## src/rtl/data_gen_sched.sv

```systemverilog
// Round-robin scheduler sharing one data_gen generator among NREQ requesters.
// Optional busy-cycle statistics counter is built when DATA_GEN_SCHED_STATS_EN is defined.
module data_gen_sched #(
  parameter int NREQ = 4,
  parameter int ID_W = $clog2(NREQ)
) (
  input  logic                 ap_clk,
  input  logic                 ap_rst_n,
  input  logic [NREQ-1:0]      req_valid,
  input  logic [32*NREQ-1:0]   req_size,
  output logic [NREQ-1:0]      req_ready,
  output logic [NREQ-1:0]      req_done,
  output logic                 gen_start,
  output logic [31:0]          gen_size,
  input  logic                 gen_ready,
  input  logic                 gen_done,
  input  logic                 gen_idle,
  output logic                 busy,
  output logic [ID_W-1:0]      cur_id,
  output logic [31:0]          run_count,
  output logic [31:0]          busy_cycles,
  output logic [1:0]           dbg_state_o
);

  // Handshakes: a requester holds req_valid/req_size until the cycle req_ready[i]
  // is high (accept); gen_start is held until the cycle gen_ready is high.
  typedef enum logic [1:0] {IDLE, START, RUN, RESP} state_t;

  state_t          state_q, state_d;
  logic [ID_W-1:0] last_id_q, last_id_d;
  logic [ID_W-1:0] cur_id_q, cur_id_d;
  logic [31:0]     gen_size_q, gen_size_d;
  logic [31:0]     run_count_q, run_count_d;

  logic            win_found;
  logic [ID_W-1:0] win_id;
  logic [31:0]     win_size;
  int              cand;

  // Search starts one past the last served requester so every waiter gets a turn.
  always_comb begin
    win_found = 1'b0;
    win_id    = '0;
    cand      = 0;
    for (int k = 1; k <= NREQ; k++) begin
      cand = int'(last_id_q) + k;
      if (cand >= NREQ) cand = cand - NREQ;
      if (!win_found && req_valid[cand[ID_W-1:0]]) begin
        win_found = 1'b1;
        win_id    = cand[ID_W-1:0];
      end
    end
    win_size = '0;
    for (int i = 0; i < NREQ; i++) begin
      if (win_id == ID_W'(i)) win_size = req_size[32*i +: 32];
    end
  end

  always_comb begin
    state_d     = state_q;
    last_id_d   = last_id_q;
    cur_id_d    = cur_id_q;
    gen_size_d  = gen_size_q;
    run_count_d = run_count_q;
    req_ready   = '0;
    req_done    = '0;
    gen_start   = 1'b0;
    case (state_q)
      IDLE: begin
        if (win_found && gen_idle) begin
          for (int i = 0; i < NREQ; i++) begin
            if (win_id == ID_W'(i)) req_ready[i] = 1'b1;
          end
          cur_id_d   = win_id;
          gen_size_d = win_size;
          // The generator hangs on size 0, so such requests skip straight to RESP.
          state_d    = (win_size != 32'd0) ? START : RESP;
        end
      end
      START: begin
        gen_start = 1'b1;
        if (gen_ready) state_d = RUN;
      end
      RUN: begin
        if (gen_done) begin
          state_d     = RESP;
          run_count_d = run_count_q + 32'd1;
        end
      end
      RESP: begin
        for (int i = 0; i < NREQ; i++) begin
          if (cur_id_q == ID_W'(i)) req_done[i] = 1'b1;
        end
        last_id_d = cur_id_q;
        state_d   = IDLE;
      end
      default: state_d = IDLE;
    endcase
  end

  always_ff @(posedge ap_clk or negedge ap_rst_n) begin
    if (!ap_rst_n) begin
      state_q     <= IDLE;
      last_id_q   <= ID_W'(NREQ - 1);
      cur_id_q    <= '0;
      gen_size_q  <= '0;
      run_count_q <= '0;
    end else begin
      state_q     <= state_d;
      last_id_q   <= last_id_d;
      cur_id_q    <= cur_id_d;
      gen_size_q  <= gen_size_d;
      run_count_q <= run_count_d;
    end
  end

  assign busy        = (state_q != IDLE);
  assign cur_id      = cur_id_q;
  assign gen_size    = gen_size_q;
  assign run_count   = run_count_q;
  assign dbg_state_o = state_q;

`ifdef DATA_GEN_SCHED_STATS_EN
  logic [31:0] busy_cycles_q, busy_cycles_d;

  always_comb begin
    busy_cycles_d = busy_cycles_q;
    if (busy && busy_cycles_q != 32'hFFFF_FFFF) busy_cycles_d = busy_cycles_q + 32'd1;
  end

  always_ff @(posedge ap_clk or negedge ap_rst_n) begin
    if (!ap_rst_n) busy_cycles_q <= '0;
    else           busy_cycles_q <= busy_cycles_d;
  end

  assign busy_cycles = busy_cycles_q;
`else
  assign busy_cycles = '0;
`endif

endmodule

```

## config.mk

```make
export PLATFORM = sky130hd
export DESIGN_NAME = data_gen_sched
export DESIGN_NICKNAME = d
export VERILOG_FILES = /design/src/rtl/data_gen_sched.sv
export SDC_FILE = /design/constraint.sdc
export NUM_CORES = 1
export LEC_CHECK = 0
export CAP_MARGIN = 10
export CORE_ASPECT_RATIO = 0.6
export CORE_UTILIZATION = 35
export DETAILED_ROUTE_END_ITERATION = 8
export GPL_ROUTABILITY_DRIVEN = 0
export PLACE_DENSITY = 0.78
export SLEW_MARGIN = 10
export SYNTH_ARGS = -nofsm -noshare
export SYNTH_HDL_FRONTEND = slang
export SYNTH_SLANG_ARGS = --single-unit
```

## constraint.sdc

```tcl
create_clock -name ap_clk -period 2.2 [get_ports ap_clk]
set_input_delay 0.22 -clock ap_clk [delete_from_list [all_inputs] [get_ports ap_clk]]
set_output_delay 0.22 -clock ap_clk [all_outputs]
set_load 0.05 [all_outputs]
```

==> impl_metrics.csv, run 1 <==
group,metric,value,unit
outcome,outcome,"complete, but fails checks",
outcome,violations,"setup timing",
synthesis,synth_xor_area_share,6.27,%
power,p_leak,3.36,nW
synthesis,yosys.area_share.adder,1.44,%
power,p_comb_share,65.1,%
synthesis,async_flop_share,100,%
setup_path,cp-startpoint,"last_id_q[1]",
global_route,grt_max_degree,71,
finish,area_growth,83.6,%
setup_path,slowest_stage,"dfstp_2",
synthesis,synth_top_area_share,39.3,%
power,seq_power_share,20.0,%
clocking,clkSlewWorstSetupHoldPaths,0.06,ns
setup_path,crit_path_start_kind,"flop",
clocking,clk_latency,0.33,ns
global_route,grt_pass1_vias,4667,
setup_path,crit_fanout,6,
global_route,gr-total-overflow,0,
synthesis,yosys_register_bits,70,
clocking,cts_made_buffers,9,
setup_path,critPathMaxStageDelay,0.57,ns
finish,seqCellArea,0.00176,mm²
synthesis,netlist_top_cells_count,"nand2_1, dfrtp_1, buf_4",
finish,drive_gt1_share,27.9,%
clocking,clock-root-buffer,"clkbuf_16",
synthesis,yosys.area.top_type,"dfrtp_1",
timing,slew_viol_final,0,
setup_path,r2r_start,"last_id_q[1]",
synthesis,synthMuxAreaShare,6.18,%
drt,highest_layer,"met4",
timing,clock.fmax,408,MHz
drt,m1WireLength,6.60,mm
synthesis,synth.most_common_cell,"nand2_1",
synthesis,synth_edf_count,0,
timing,setup_viol_count_final,15,
floorplan,core_area,0.0121,mm²
timing,finalHoldViolCount,0,
floorplan,die_area,0.0128,mm²
global_route,grt_pass1_wl,24.3,mm
setup_path,rr_endpoint,"dbg_state_o[1]",
synthesis,synth-compound-area-share,17.4,%
synthesis,yosys.area_share.simple,18.5,%
timing,finalCriticalPeriod,2.45,ns
placement,placed_cells,895,
synthesis,synth_top_family_by_area,"simple AND/OR/NAND/NOR gates",
drt,wl_per_cell,17.5,µm
global_route,grt_use_total,24.4,%
min_path,hp-class,"primary input to asynchronous set/reset pin",
finish,antennaDiodeCount,0,
drt,drc,0,
setup_path,cp.depth,10,
drt,viasPerCell,5.11,
drt,wl_met2,7.98,mm
timing,skew,0.00395,ns
drt,dr.pass1.iters,5,
setup_path,cp.buffers_inverters,3,
clocking,cts_tree,"built",
timing,finalCritPeriodShare,111,%
drt,drtIter0Drc,171,
synthesis,ys_seq_area_share,40.5,%
placement,hpwl,12.1,mm
setup_path,cp.arrival,2.70,ns
power,p_sw_share,46.0,%
timing,tightest_slew,0.906,ns
setup_path,required,2.45,ns
timing,relSlewSlack,39.6,%
synthesis,ys_warn_count,0,
synthesis,synthCells,478,
drt,met3_length,1.17,mm
power,internal_power,5.31,mW
placement,io_buffers,214,
drt,num_vias,4746,
finish,final_cells,928,
clocking,htree_levels,3,
power,p_sw,4.52,mW
finish,nFillCells,900,
floorplan,die_h,88.2,µm
setup_path,path_class,"flop to flop",
floorplan,rows,31,
power,ir_worst_vdd,644,µV
timing,setup_slack,-0.251,ns
synthesis,synth_area_leaders,"dfrtp_1, nand2_1, mux2_2",
setup_path,cp_top_family,"compound AO/OA/AOI/OAI gates",
floorplan,io_pins,247,
timing,fin_setup_tns,-1.27,ns
synthesis,ys.flop_type,"dfrtp_1",
finish,multi_input_area,0.00270,mm²
setup_path,cp_cell_sequence,"inv_2, o32a_4, and2_4, buf_12, buf_8, a211oi_4, a31oi_4, nor4_4, nand4_1, o21ai_1",
timing,rsz0062_at_grt,"true",
synthesis,synth_area_per_cell,9.06,µm²
floorplan,die_w,146,µm
setup_path,critPathCapture,"dbg_state_o[1]",
setup_path,r2r_setup_slack,-0.25,ns
setup_path,endpoint_kind,"flop",
synthesis,synthDistinctLibCells,48,
drt,wirelength,16.3,mm
finish,final_nets,900,
setup_path,r2r_cells,10,
floorplan,start_util,35.9,%
global_route,antenna_found_initial,0,
clocking,hold_buffers,0,
power,power_density,1240,mW/mm²
clocking,cts.sinks,70,
synthesis,netlist_area,0.00433,mm²
drt,detail-route-antenna-nets,0,
flow_run,maxCapViolations,0,
power,clkPwrFrac,14.8,%
clocking,clk_path_buf_depth,2,
## timing repair
item | in CTS | in global routing
pin swaps | 21 | 19
setup endpoints to repair | 22 | 43
gates resized for setup | 43 | 45
setup buffers | 5 | 11
cloned | 1 | 1
## area by class of cell
cell class / instances / area share [%]
Tap cell: 165 / 2.60
Clock buffer: 10 / 2.88
Multi-Input combinational cell: 372 / 33.9
Timing Repair Buffer: 299 / 37.3
Inverter: 6 / 0.362
Clock inverter: 6 / 0.881
Sequential cell: 70 / 22.1
## cells in the final DEF (no fill, tap or decap), types with 6 or more instances in the layout
cell	synthesis	layout
a211oi_2	0	11
a21boi_0	16	16
a21oi_1	16	11
a31oi_1	17	7
a31oi_2	1	9
a32o_1	12	6
a32o_2	0	6
and3_1	7	7
buf_12	0	10
buf_4	32	70
buf_6	4	9
clkbuf_16	0	9
clkdlybuf4s50_1	0	203
conb_1	1	32
dfrtp_1	68	66
mux2_2	22	22
nand2_1	111	109
nand3_1	11	8
nand4_1	7	7
nor2_1	10	10
o21ai_0	15	12
xnor2_1	22	21
xor2_1	9	9
## per-layer routing
layer | up-vias | global-route usage, %
met5 | - | 0
met2 | 214 | 42.6
met3 | 43 | 6.98
li1 | 2191 | -
met1 | 2298 | 29.4
met4 | 0 | 8.61
## kinds of logic (layout without fill, tap and decap cells)
| group | Yosys count | count (layout) |
|---|---|---|
| simple gates | 174 | 174 |
| buf+inv | 67 | 321 |
| flops | 70 | 70 |
| fa+ha+maj | 5 | 5 |
| xor+xnor | 31 | 31 |
| compound gates | 106 | 106 |
| mux | 24 | 24 |
| other cells | 1 | 32 |
## worst min-delay path by stage
stage              from       endpoint  slack [ns]  cells after the start
2_1_floorplan  ap_rst_n      cur_id[0]       -0.08                      0
3_3_place_gp   ap_rst_n  run_count[10]        0.40                      1
3_5_place_dp   ap_rst_n  run_count[10]        0.41                      1
4_1_cts        ap_rst_n   run_count[8]        0.06                      1
5_1_grt        ap_rst_n  run_count[18]        0.10                      1
6_report       ap_rst_n  run_count[10]        0.01                      1
## per-stage QoR
stage / instance area, µm² / util (%) / hold slack, ns / power [mW] / setup slack (ns)
finish: 7960 / 65.9 / 0.0105 / 9.83 / -0.251
global route: 7960 / 65.9 / 0.101 / 10.3 / -0.358
CTS: 7650 / 63.4 / 0.0570 / 9.47 / -0.247
detailed placement: 7100 / 58.9 / 0.412 / 7.64 / -0.760
global placement: 7100 / 58.9 / 0.397 / 7.52 / -0.636
floorplan: 4560 / - / -0.0756 / 5.36 / -0.317
## registers in the layout (all words and copies together), names as in the netlist
| register | flops |
|---|---|
| last_id_q | 2 |
| run_count | 32 |
| dbg_state_o | 2 |
| gen_size | 32 |
| cur_id | 2 |
## worst reg2reg max path, delay by kind of cell, from the launching register on
kind / cells / cell delay, ns
and+or+nand+nor: 3 / 0.68
AOI/OAI and AO/OA: 4 / 0.81
buffers and inverters: 3 / 0.32
DFF: 1 / 0.57
## power by group through the flow
| stage | sequential (mW) | clock [mW] | combinational (mW) |
|---|---|---|---|
| after floorplan | 3.23 | 0 | 2.13 |
| after global placement | 1.97 | 0 | 5.55 |
| after detailed placement | 1.99 | 0 | 5.65 |
| after CTS | 1.97 | 1.49 | 6.01 |
| after global routing | 2.03 | 1.55 | 6.74 |
| final | 1.97 | 1.46 | 6.41 |
No activity file was read; power rests on OpenSTA's default activity.
==> inputs of run 2 (changes only) <==
--- a/config.mk
+++ b/config.mk
@@ -7,6 +7,7 @@
 export LEC_CHECK = 0
 export CAP_MARGIN = 10
 export CORE_ASPECT_RATIO = 0.6
+export CORE_MARGIN = 2
 export CORE_UTILIZATION = 35
 export DETAILED_ROUTE_END_ITERATION = 8
 export GPL_ROUTABILITY_DRIVEN = 0
==> impl_metrics.csv, run 2 (synthesized netlist as in run 1, its figures left out) <==
group,metric,value,unit
placement,io_buffers,214,
drt,drtIter0Drc,170,
clocking,clkSlewWorstSetupHoldPaths,0.05,ns
finish,final_nets,898,
timing,relSlewSlack,58.8,%
power,ir_worst_vdd,492,µV
drt,drc,0,
timing,setup_viol_count_final,16,
clocking,cts_made_buffers,9,
flow_run,maxCapViolations,0,
finish,area_growth,84.4,%
clocking,clk_latency,0.33,ns
global_route,grt_use_total,23.4,%
drt,wl_per_cell,18.3,µm
finish,multi_input_area,0.00275,mm²
global_route,grt_pass1_wl,24.5,mm
floorplan,core_area,0.0121,mm²
global_route,grt_max_degree,39,
drt,viasPerCell,5.03,
timing,tightest_slew,0.616,ns
floorplan,die_h,90.2,µm
finish,nFillCells,927,
floorplan,io_pins,247,
finish,layout_commonest_cell,"clkdlybuf4s50_1",
outcome,outcome,"complete, but fails checks",
floorplan,die_w,148,µm
timing,hold_slack,0.416,ns
floorplan,start_util,35.9,%
power,power_density,1230,mW/mm²
min_path,hp-class,"primary input to asynchronous set/reset pin",
finish,antennaDiodeCount,0,
timing,setup_slack,-0.227,ns
placement,hpwl,12.4,mm
drt,num_vias,4654,
timing,clock.fmax,412,MHz
global_route,grt_pass1_vias,4656,
clocking,clock-root-buffer,"clkbuf_16",
timing,rsz0062_at_grt,"true",
drt,wirelength,17.0,mm
setup_path,required,2.45,ns
setup_path,critPathMaxStageDelay,0.53,ns
setup_path,cp_cell_sequence,"inv_2, buf_4, a31oi_4, buf_6, a21boi_0, a211oi_1, a31oi_2, nor4_4, nand4_1, o21ai_1",
finish,seqCellArea,0.00176,mm²
setup_path,crit_fanout,16,
setup_path,crit_path_start_kind,"flop",
power,p_leak,3.36,nW
finish,final_cell_area,0.00799,mm²
timing,finalCritPeriodShare,110,%
global_route,gr-total-overflow,0,
floorplan,rows,31,
outcome,violations,"setup timing",
drt,dr.pass1.iters,4,
clocking,clk_path_buf_depth,2,
setup_path,cp.arrival,2.68,ns
clocking,cts_tree,"built",
global_route,antenna_found_initial,0,
clocking,cts.sinks,70,
finish,drive_gt1_share,28.0,%
timing,slew_viol_final,0,
floorplan,die_area,0.0133,mm²
clocking,htree_levels,3,
placement,placed_area,0.00704,mm²
finish,final_cell_mix,"clkdlybuf4s50_1, nand2_1, dfrtp_1",
timing,skew,0.00434,ns
timing,finalCriticalPeriod,2.43,ns
setup_path,endpoint_kind,"flop",
setup_path,path_class,"flop to flop",
timing,finalHoldViolCount,0,
setup_path,slowest_stage,"dfstp_2",
drt,detail-route-antenna-nets,0,
-- run 2: path summary, 6_finish.rpt --
path	slack (ns)	end	cells after the start	from
max in group asynchronous	1.09	last_id_q[0]	3	ap_rst_n
hold reg to reg	0.47	run_count[31]	1	run_count[31]
setup reg to reg	-0.23	dbg_state_o[1]	10	last_id_q[0]
min in group ap_clk	0.47	run_count[31]	1	run_count[31]
setup / recovery	-0.23	dbg_state_o[1]	10	last_id_q[0]
hold / removal	0.42	run_count[11]	2	ap_rst_n
-- run 2: metal layers --
metal,share of wire [%],vias up,GRT usage [%]
li1,-,2179,-
met4,1.8,0,5.69
met3,7.2,26,7.51
met5,0,-,0
met2,49,157,38.7
met1,43,2292,29.8
-- run 2: report_power, final --
| group | internal [mW] | switching [mW] |
|---|---|---|
| clock network | 0.816 | 0.531 |
| logic | 2.75 | 3.76 |
| registers | 1.70 | 0.296 |
-- run 2: layout make-up --
| cell class | count | area share (%) |
|---|---|---|
| clock buffer | 12 | 3.21 |
| clock inverter | 3 | 0.251 |
| inverter | 6 | 0.329 |
| multi-input combinational | 372 | 34.4 |
| sequential | 70 | 22.0 |
| tap | 165 | 2.58 |
| timing repair buffer | 297 | 37.2 |
-- run 2: worst max-delay path, delay by kind of cell, from the launching register on --
kind                   cells  cell delay, ns
AO/OA/AOI/OAI              5            0.96
buffers and inverters      3            0.39
AND/OR/NAND/NOR            2            0.45
flip-flops                 1            0.53
-- run 2: stage by stage --
step | instances | util, % | setup TNS, ns | total power [mW] | worst slack [ns]
3_5_place_dp | 888 | 58.3 | -5.19 | 7.54 | -0.538
6_report | 925 | 66.2 | -1.32 | 9.86 | -0.227
5_1_grt | 925 | 66.2 | -2.96 | 10.3 | -0.279
4_1_cts | 914 | 63.2 | -0.708 | 9.33 | -0.154
2_1_floorplan | 509 | - | -2.94 | 5.36 | -0.317
3_3_place_gp | 888 | 58.3 | -2.89 | 7.43 | -0.442
-- run 2: repair_timing --
| item | 4_1_cts | 5_1_grt |
|---|---|---|
| endpoints found under the hold margin | 36 | 0 |
| buffers inserted | 10 | 10 |
| hold buffers | 1 | 0 |
| pin swaps | 12 | 29 |
| setup endpoints to repair | 18 | 32 |
| gates resized for setup | 36 | 67 |
| gates cloned | 2 | 1 |
==> edit: new RTL, config.mk and constraints of run 1 <==
Build with the macro `DATA_GEN_SCHED_STATS_EN` defined.
--- a/src/rtl/data_gen_sched.sv
+++ b/src/rtl/data_gen_sched.sv
@@ -1,5 +1,7 @@
 // Round-robin scheduler sharing one data_gen generator among NREQ requesters.
 // Optional busy-cycle statistics counter is built when DATA_GEN_SCHED_STATS_EN is defined.
+`define DATA_GEN_SCHED_STATS_EN
+
 module data_gen_sched #(
   parameter int NREQ = 4,
   parameter int ID_W = $clog2(NREQ)
Function: changed (Yosys sat finds a counterexample within 4 cycles, from zero or initial values and one cycle with ap_rst_n low).
==> edit against run 1 <==
Area after synthesis increased by 29%; wire length is 20% higher; synthesized cell count rose by 3.6%; highest routed layer unchanged; clock power rose by 8%; via count up 8.8%; total power rose by 20%; largest power group unchanged; sequential cell count is 32 higher; hold slack gained 0.47 ns; the flow still finishes with violations (setup timing); cell count up 11%; worst setup slack got worse by 0.26 ns; final area increased by 26%.
==> edit: results <==
[routing]
drt_iter0_drc = 246
drtPass1Iterations = 4
drt_wl_total_um = 19500
viasPerCell = 5.02
vias = 5164
dr_wl_met2_um = 9320
wl_met3_um = 906
wl_met1_um = 8990

[layout]
finalNetCount = 964
nFillCells = 1142
drive_gt1_frac = 0.297

[critical_path]
worstPathArrival_ns = 2.95
cpPeakStageDelay_ns = 0.62
cp_top_family = "flip-flops"
path_max_fanout = 7
crit_start = "last_id_q[1]"

[yosys]
synthMuxAreaShare = 0.239
ys_types = 45
synth-adder-area-share = 0.0134
synth_compound_area_frac = 0.0206
synth_xor_xnor_area_share = 0.0972
synth_area_leaders = "dfrtp_1 (45%), mux2i_1 (17%), mux2_2 (6.9%)"
syn-mean-instance-area_um2 = 11.3
synth_edf_count = 0
synthTopCellsByCount = "dfrtp_1 (100), mux2i_1 (95), nand2_1 (35)"
synth_seq_area_share = 0.457
synthArstFlopShare = 1.00

[worst_hold_path]
hp-class = "reg2reg"
min-delay-start = "run_count[31]"
hold_end = "run_count[31]"

[power]
power_leakage_uw = 0.00433
ir_worst_vdd_uv = 943

[timing]
finalSetupTns_ns = -3.42
setup_viol = 30
clock_skew_ns = 0.0126
layout_setup_ws_ns = -0.513
hold_viol = 0
slew_headroom = 0.625

[placed_design]
portBuffers = 246
place_inst = 984
dpl_worst_slack_ns = -0.699
hpwl_um = 13800
dpl_cell_area_mm2 = 0.00883

[clock_network]
root_buffer = "clkbuf_16"

[global_route]
grtUsageTotal = 0.219
use_met1 = 0.314
grt_pass1_wl_um = 28000
grtUsageMet2 = 0.343
grtUsageMet3 = 0.0413
grt_max_degree = 103

[run_status]
violations = "setup timing"
status = "finished, violations left"
[edit: what timing repair did]
item | in CTS | in global routing
gates resized for setup | 14 | 113
hold endpoints to repair | 94 | 0
cloned | 2 | 2
endpoints found under the setup margin | 11 | 35
setup buffers | 9 | 18
hold buffers | 1 | 0
pin swaps | 6 | 19
[edit: power breakdown]
part | internal (uW) | switching, uW | leakage [uW]
registers | 2360 | 377 | 0.00129
logic | 3540 | 4000 | 0.00291
clock network | 820 | 746 | 0.000139
total | 6730 | 5120 | 0.00433
[edit: area by class of cell]
class,count,area (um^2),share of cell area
tap,203,254,0.0252
clock inverter,6,55.1,0.00547
timing repair buffer,332,3390,0.337
inverter,11,41.3,0.00410
sequential,102,2580,0.257
multi-input combinational,365,3500,0.348
clock buffer,10,239,0.0238
[edit: metrics by stage]
step	hold WS, ns	power, uW
finish	0.479	11800
global route	0.507	12300
detailed placement	0.330	8770
global placement	0.318	8630
CTS	0.484	10800
floorplan	-0.0756	6450
